### src/rtl/fir_result_buffer_pkg.sv
// Shared constants for the FIR accelerator result path.
//
// Purpose : single source of the widths and depths used by the accelerator
//           top and by fir_result_buffer, so both always agree.
// Contents: DATA_WIDTH, ACC_WIDTH, NUM_REGS, FRAC_BITS, RES_FIFO_DEPTH and a
//           small helper that sizes the warm-up counter.
package fir_result_buffer_pkg;

  localparam int DATA_WIDTH     = 32;  // output sample width
  localparam int ACC_WIDTH      = 64;  // MAC accumulator width
  localparam int NUM_REGS       = 8;   // filter taps
  localparam int FRAC_BITS      = 15;  // coefficient fractional bits
  localparam int RES_FIFO_DEPTH = 4;   // result FIFO entries (power of 2)

  // Width needed to count 0..max_val inclusive, never less than one bit.
  function automatic int cnt_width(input int max_val);
    int w;
    w = 1;
    while ((1 << w) <= max_val) w++;
    return w;
  endfunction

endpackage

### src/rtl/fir_result_buffer_result_fifo.sv
// result_fifo: first-word-fall-through FIFO holding scaled FIR results.
//
// Ports:
//   clk, rst       - rising-edge clock, asynchronous active-high reset
//   flush          - synchronous clear of pointers and occupancy (wins over push/pop)
//   push           - a new entry is offered this cycle
//   push_data      - the entry offered
//   pop_req        - consumer takes the head this cycle (ignored when empty)
//   pop_data       - current head, forced to zero while empty
//   not_empty      - head is valid
//   count          - number of stored entries
//   drop           - the offered entry is discarded: full and no pop this edge
//
// A pop and a push on the same edge are both performed even when full; the
// freed slot is the one the write pointer lands on after wrap-around.
module result_fifo #(
  parameter int WIDTH = 32,
  parameter int DEPTH = 4
) (
  input  logic                       clk,
  input  logic                       rst,
  input  logic                       flush,
  input  logic                       push,
  input  logic [WIDTH-1:0]           push_data,
  input  logic                       pop_req,
  output logic [WIDTH-1:0]           pop_data,
  output logic                       not_empty,
  output logic [$clog2(DEPTH+1)-1:0] count,
  output logic                       drop
);

  localparam int AW = (DEPTH > 1) ? $clog2(DEPTH) : 1;
  localparam int CW = $clog2(DEPTH+1);

  logic [WIDTH-1:0] mem [DEPTH];
  logic [AW-1:0]    rd_ptr;
  logic [AW-1:0]    wr_ptr;
  logic [CW-1:0]    cnt;
  logic             empty;
  logic             full;
  logic             do_pop;
  logic             do_push;

  assign empty   = (cnt == '0);
  assign full    = (cnt == CW'(DEPTH));
  assign do_pop  = pop_req && !empty;
  // A full FIFO still accepts when the head leaves on the same edge.
  assign do_push = push && (!full || do_pop);
  assign drop    = push && full && !do_pop;

  assign not_empty = !empty;
  assign count     = cnt;
  assign pop_data  = empty ? '0 : mem[rd_ptr];

  always_ff @(posedge clk or posedge rst) begin
    if (rst) begin
      rd_ptr <= '0;
      wr_ptr <= '0;
      cnt    <= '0;
    end else if (flush) begin
      rd_ptr <= '0;
      wr_ptr <= '0;
      cnt    <= '0;
    end else begin
      if (do_push) wr_ptr <= wr_ptr + AW'(1);
      if (do_pop)  rd_ptr <= rd_ptr + AW'(1);
      case ({do_push, do_pop})
        2'b10:   cnt <= cnt + CW'(1);
        2'b01:   cnt <= cnt - CW'(1);
        default: cnt <= cnt;
      endcase
    end
  end

  // Storage needs no reset: the head is masked to zero while empty.
  always_ff @(posedge clk) begin
    if (do_push && !flush) mem[wr_ptr] <= push_data;
  end

endmodule

### src/rtl/fir_result_buffer.sv
// fir_result_buffer: scales, saturates and buffers FIR MAC results.
//
// Each macResult is rounded half-up from FRAC_BITS fractional bits, clamped to
// the signed DATA_WIDTH range, and, once the filter has seen NUM_REGS samples,
// staged for one cycle before being written into result_fifo.
//
// Ports:
//   clk, rst   - rising-edge clock, asynchronous active-high reset
//   flush      - synchronous clear of FIFO, stage, warm-up counter and flags
//   macValid   - macResult carries a new filter output this cycle
//   macResult  - signed ACC_WIDTH accumulator value
//   resValid   - FIFO head valid
//   resReady   - consumer takes the head this cycle
//   resData    - signed FIFO head (first-word-fall-through, 0 when empty)
//   count      - FIFO occupancy
//   overflow   - sticky: a staged result was dropped on a full FIFO
//   satFlag    - sticky: an enqueued result was clamped
//
// Handshake: a result transfers on any rising edge where resValid and
// resReady are both high; resValid never depends on resReady, and resData
// holds steady while resValid is high and resReady is low (flush excepted).
module fir_result_buffer
  import fir_result_buffer_pkg::*;
#(
  parameter int DATA_WIDTH = fir_result_buffer_pkg::DATA_WIDTH,
  parameter int ACC_WIDTH  = fir_result_buffer_pkg::ACC_WIDTH,
  parameter int NUM_REGS   = fir_result_buffer_pkg::NUM_REGS,
  parameter int FRAC_BITS  = fir_result_buffer_pkg::FRAC_BITS,
  parameter int DEPTH      = fir_result_buffer_pkg::RES_FIFO_DEPTH
) (
  input  logic                       clk,
  input  logic                       rst,
  input  logic                       flush,
  input  logic                       macValid,
  input  logic [ACC_WIDTH-1:0]       macResult,
  output logic                       resValid,
  input  logic                       resReady,
  output logic [DATA_WIDTH-1:0]      resData,
  output logic [$clog2(DEPTH+1)-1:0] count,
  output logic                       overflow,
  output logic                       satFlag
);

  localparam int EW = ACC_WIDTH + 1;             // one guard bit for the rounding add
  localparam int WW = cnt_width(NUM_REGS - 1);   // warm-up counter width
  localparam logic [WW-1:0] WARM_MAX = WW'(NUM_REGS - 1);

  // Half an LSB of the output; zero when there are no fractional bits.
  localparam logic signed [EW-1:0] HALF =
    (FRAC_BITS > 0) ? (EW'(1) << ((FRAC_BITS > 0) ? FRAC_BITS - 1 : 0)) : '0;
  localparam logic signed [EW-1:0] MAX_V =
    {{(EW-DATA_WIDTH+1){1'b0}}, {(DATA_WIDTH-1){1'b1}}};
  localparam logic signed [EW-1:0] MIN_V =
    {{(EW-DATA_WIDTH+1){1'b1}}, {(DATA_WIDTH-1){1'b0}}};

  // Scaling datapath
  logic signed [EW-1:0]   ext_sum;
  logic signed [EW-1:0]   rounded;
  logic [DATA_WIDTH-1:0]  scaled;
  logic                   clamped;

  // Warm-up and pipeline stage
  logic [WW-1:0]          warm_cnt;
  logic                   eligible;
  logic                   stage_valid;
  logic [DATA_WIDTH-1:0]  stage_data;
  logic                   stage_sat;

  // FIFO interface
  logic                   fifo_drop;
  logic                   ovf_q;
  logic                   sat_q;

  always_comb begin
    ext_sum = $signed({macResult[ACC_WIDTH-1], macResult}) + HALF;
    rounded = ext_sum >>> FRAC_BITS;
    scaled  = rounded[DATA_WIDTH-1:0];
    clamped = 1'b0;
    if (rounded > MAX_V) begin
      scaled  = MAX_V[DATA_WIDTH-1:0];
      clamped = 1'b1;
    end else if (rounded < MIN_V) begin
      scaled  = MIN_V[DATA_WIDTH-1:0];
      clamped = 1'b1;
    end
  end

  // The counter only advances on discarded pulses, so it parks at WARM_MAX
  // and every later pulse is eligible.
  assign eligible = macValid && (warm_cnt == WARM_MAX);

  always_ff @(posedge clk or posedge rst) begin
    if (rst) begin
      warm_cnt    <= '0;
      stage_valid <= 1'b0;
      stage_data  <= '0;
      stage_sat   <= 1'b0;
      ovf_q       <= 1'b0;
      sat_q       <= 1'b0;
    end else if (flush) begin
      warm_cnt    <= '0;
      stage_valid <= 1'b0;
      stage_data  <= '0;
      stage_sat   <= 1'b0;
      ovf_q       <= 1'b0;
      sat_q       <= 1'b0;
    end else begin
      if (macValid && !eligible) warm_cnt <= warm_cnt + WW'(1);
      stage_valid <= eligible;
      if (eligible) begin
        stage_data <= scaled;
        stage_sat  <= clamped;
      end
      if (fifo_drop) ovf_q <= 1'b1;
      // Only results that actually land in the FIFO count as saturated.
      if (stage_valid && stage_sat && !fifo_drop) sat_q <= 1'b1;
    end
  end

  result_fifo #(
    .WIDTH (DATA_WIDTH),
    .DEPTH (DEPTH)
  ) u_result_fifo (
    .clk       (clk),
    .rst       (rst),
    .flush     (flush),
    .push      (stage_valid),
    .push_data (stage_data),
    .pop_req   (resReady),
    .pop_data  (resData),
    .not_empty (resValid),
    .count     (count),
    .drop      (fifo_drop)
  );

  assign overflow = ovf_q;
  assign satFlag  = sat_q;

endmodule

### config.mk
export PLATFORM = sky130hd
export DESIGN_NAME = fir_result_buffer
export DESIGN_NICKNAME = d
export VERILOG_FILES = /design/src/rtl/fir_result_buffer_pkg.sv /design/src/rtl/fir_result_buffer_result_fifo.sv /design/src/rtl/fir_result_buffer.sv
export SDC_FILE = /design/constraint.sdc
export NUM_CORES = 1
export LEC_CHECK = 0
export ABC_AREA = 1
export CAP_MARGIN = 0
export CELL_PAD_IN_SITES_DETAIL_PLACEMENT = 1
export CELL_PAD_IN_SITES_GLOBAL_PLACEMENT = 1
export CORE_AREA = 4 4 144 146
export CTS_CLUSTER_SIZE = 14
export DETAILED_ROUTE_END_ITERATION = 8
export DIE_AREA = 0 0 148 150
export GPL_TIMING_DRIVEN = 0
export PLACE_DENSITY = 0.91
export SYNTH_ARGS = -nofsm -noshare
export SYNTH_HDL_FRONTEND = slang
export SYNTH_SLANG_ARGS = --single-unit
### constraint.sdc
create_clock -name clk -period 4.1 [get_ports clk]
set_input_delay 0.82 -clock clk [delete_from_list [all_inputs] [get_ports clk]]
set_output_delay 0.82 -clock clk [all_outputs]
set_load 0.02 [all_outputs]
==> results of run 1 <==
## per-layer routing
metal  share of wire (%)  routed length [um]  up-vias
li1                    -                   -     3584
met1                  39               11200     3781
met2                  52               14800      258
met3                 5.1                1450       66
met4                 3.3                 935        0
met5                   0                   0        -
## flip-flops by register name, indices dropped and copies added (netlist names)
| register | flops |
|---|---|
| stage_sat | 1 |
| stage_valid | 1 |
| u_result_fifo.mem | 128 |
| u_result_fifo.rd_ptr | 2 |
| warm_cnt | 3 |
| stage_data | 32 |
| u_result_fifo.count | 3 |
| u_result_fifo.wr_ptr | 2 |
| satFlag | 1 |
| overflow | 1 |
## kinds of logic after synthesis
kind of cell,after synthesis
and+or+nand+nor,602
xor gates and xnor gates,35
buffers and inverters,99
DFF,174
AOI/OAI and AO/OA,113
adders and majority gates,8
## worst reg2reg max path, stage by stage, from the launching register on
cell and delay [ns]:
dfrtp_1 0.45, nor2_1 0.25, nand2_1 0.13, inv_1 0.24, nor2_1 0.16, inv_1 0.12
nor2_1 0.11, fa_1 0.39, xor2_1 0.18, xor2_1 0.18, a22o_1 0.23
## cell usage after synthesis
master / n
nand2_1: 313
nor2_1: 225
edfxtp_1: 128
o21ai_0: 72
inv_1: 58
dfrtp_1: 46
a21oi_1: 35
clkbuf_1: 24
nand3_1: 19
xnor2_1: 18
xor2_1: 17
nand4_1: 16
ha_1: 7
nor2_2: 7
buf_6: 6
nor2_4: 6
nand2_2: 5
nor3_1: 4
a22o_1: 3
buf_1: 3
buf_2: 3
clkinv_1: 3
nand3b_1: 3
inv_2: 2
nand3_2: 2
a31oi_1: 1
fa_1: 1
nand2_4: 1
nor3b_1: 1
o21ai_1: 1
o31ai_1: 1
## cells in the final DEF, fill, tap and decap left out, types with 18 or more instances in the layout
cell type / instances
clkbuf_1: 25
inv_1: 57
a21oi_1: 35
nand2_1: 313
nand3_1: 19
xnor2_1: 18
nor2_1: 221
dfrtp_1: 46
o21ai_0: 72
clkdlybuf4s50_1: 92
edfxtp_1: 128
## cell type report
type | count | area [um2] | area share, %
plain buffers | 36 | 185 | 1.71
flip-flops and latches | 174 | 4990 | 46.2
repair buffers | 97 | 1030 | 9.52
inverters | 63 | 236 | 2.19
clock inverters | 12 | 114 | 1.05
well taps | 265 | 332 | 3.07
multi-input cells | 758 | 3460 | 32.1
clock buffers | 20 | 447 | 4.14
## repair_timing
action / in CTS / in global routing
gates resized for setup: 0 / 2
hold endpoints to repair: 0 / 0
endpoints found under the setup margin: 0 / 1
## metrics by stage
step | instances | power (mW)
5_1_grt | 1425 | 5.20
6_report | 1425 | 4.98
3_3_place_gp | 1388 | 3.39
2_1_floorplan | 1031 | 2.73
4_1_cts | 1425 | 5.00
3_5_place_dp | 1393 | 3.45
## where the power goes
group	internal [mW]	total [mW]	leakage [nW]	switching, mW
Sequential	1.89	1.92	1.82	0.0272
Clock	0.855	1.54	0.265	0.688
Combinational	0.582	1.52	2.20	0.940
Total	3.33	4.98	4.29	1.66
## path summary, 6_finish.rpt
| kind | start | endpoint | cells after the start |
|---|---|---|---|
| max | u_result_fifo.rd_ptr[0]$_DFFE_PP0P_ | resData[30] | 7 |
| min | stage_sat$_DFFE_PP0P_ | stage_sat$_DFFE_PP0P_ | 2 |
| max reg2reg | u_result_fifo.count[0]$_DFFE_PP0P_ | u_result_fifo.count[2]$_DFFE_PP0P_ | 10 |
| min reg2reg | stage_sat$_DFFE_PP0P_ | stage_sat$_DFFE_PP0P_ | 2 |
| max in group asynchronous | rst | stage_data[12]$_DFFE_PP0P_ | 3 |
| min in group asynchronous | rst | overflow$_DFFE_PP0P_ | 2 |
==> impl_metrics.json, run 1 <==
{
  "yosysTopAreaCell": "edfxtp_1",
  "met3_usage_pct": 4.75,
  "clkSlewWorstSetupHoldPaths_ns": 0.06,
  "setup_viol": 0,
  "hpwl_um": 21100,
  "n_antenna_cell": 0,
  "vias_per_cell": 5.40,
  "muxShareOfSynthArea_pct": 0,
  "wl_per_cell_um": 19.9,
  "met2_usage_pct": 47.5,
  "placeableCoreArea_um2": 19400,
  "drt_wl_total_um": 28300,
  "route.detailed.drc": 0,
  "grt_first_pass_wirelength_um": 44900,
  "dr.pass1.iters": 5,
  "peakVddDrop_v": 0.000363,
  "relSlewSlack_pct": 57.6,
  "hold_violations": 0,
  "post-route-util_pct": 55.7,
  "grt_overflow": 0,
  "synth_nets": 1108,
  "final_nets": 1224,
  "drive_above_1_share_pct": 6.21,
  "syn_avg_cell_area_um2": 8.58,
  "cp-end-kind": "primary output",
  "synth_xor_area_share_pct": 3.46,
  "layout_min_cycle_time_ns": 3.92,
  "pwr_density_cell_nw_per_um2": 461,
  "yosysUniqueCellTypes": 31,
  "ys_top_cells_by_area": "edfxtp_1 (43%), nand2_1 (13%), dfrtp_1 (13%), nor2_1 (9.5%), o21ai_0 (4.1%)",
  "fmax_mhz": 255,
  "fin_hold_ws_ns": 0.492,
  "cp_slowest_cell": "clkdlybuf4s50_1",
  "final.period_utilization_pct": 95.7,
  "grt_max_degree": 38,
  "synthSimpleGateAreaFrac_pct": 27.6,
  "gp_congestion": 0.963,
  "drtIter0Drc": 436,
  "timing.final.ws_setup_ns": 0.177,
  "synth_top_area_share_pct": 43.4,
  "ys_ff_latch": 174,
  "hp-class": "reg2reg",
  "cts_setup_buffers": 0,
  "yosysWarnings": 0,
  "grt-busiest-layer": "met2",
  "cp_num_buf_inv": 3,
  "fill_cells": 2318,
  "cp.arrival_ns": 3.10,
  "rrSetupSlack_ns": 1.55,
  "syn_inst": 1031,
  "seq_area_frac_synth_pct": 56.4,
  "clock_path_buffers": 2,
  "rows": 51,
  "numCtsBuffers": 17,
  "ant_nets": 0,
  "worst_ep_required_time_ns": 3.28,
  "fin_skew_ns": 0.0119,
  "cap_violations": 0,
  "first_global_vias": 8332,
  "clkSinkCount": 174,
  "synth_top_family_by_area": "simple AND/OR/NAND/NOR gates",
  "ctsRootBufferMaster": "clkbuf_16",
  "design_area_um2": 10800,
  "dpl_cell_area_um2": 10200,
  "place_ws_ns": 0.356,
  "antenna_found_initial": 0,
  "outcome": "complete, no violations",
  "cp_slowest_stage_delay_ns": 0.65,
  "grtUsageTotal_pct": 26.5,
  "tightest_slew_ns": 0.635,
  "globalRouteMet1Util_pct": 31.6,
  "cp_max_fo": 10,
  "setup_tns_ns": 0,
  "synthAdderAreaFrac_pct": 1.22,
  "synth-compound-area-share_pct": 6.56,
  "die_y_um": 150,
  "area_growth_pct": 22.1,
  "worst_path_dominant_cell_family": "buffers and inverters",
  "die_area_um2": 22200,
  "crit_chain": "clkbuf_1 > clkbuf_1 > nor2_1 > nor2_1 > o21ai_0 > a21oi_1 > clkdlybuf4s50_1",
  "rsz0062_at_grt": "no",
  "portBuffers": 92,
  "path_class": "reg2out",
  "die_w_um": 148,
  "io_pins": 107,
  "start_util_pct": 45.6,
  "leakagePower_nw": 4.29,
  "clock_latency_ns": 0.44,
  "vias": 7689,
  "crit_path_start_kind": "register",
  "cts_tree": "built",
  "drv_slew": 0,
  "cts.htree.levels": 4,
  "syn-cell-area_um2": 8850,
  "holdBufCountCts": 0
}
No activity file was read; power rests on OpenSTA's default activity.
==> run 2: changes to the inputs <==
--- a/config.mk
+++ b/config.mk
@@ -6,7 +6,7 @@
 export NUM_CORES = 1
 export LEC_CHECK = 0
 export ABC_AREA = 1
-export CAP_MARGIN = 0
+export CAP_MARGIN = 20
 export CELL_PAD_IN_SITES_DETAIL_PLACEMENT = 1
 export CELL_PAD_IN_SITES_GLOBAL_PLACEMENT = 1
 export CORE_AREA = 4 4 144 146
==> results of run 2 <==
Final layout, timing and power as in run 1 (identical DEF).
==> run 3: changes to the inputs <==
--- a/config.mk
+++ b/config.mk
@@ -6,7 +6,7 @@
 export NUM_CORES = 1
 export LEC_CHECK = 0
 export ABC_AREA = 1
-export CAP_MARGIN = 20
+export CAP_MARGIN = 10
 export CELL_PAD_IN_SITES_DETAIL_PLACEMENT = 1
 export CELL_PAD_IN_SITES_GLOBAL_PLACEMENT = 1
 export CORE_AREA = 4 4 144 146
==> results of run 3 <==
Final layout, timing and power as in run 1 (identical DEF).
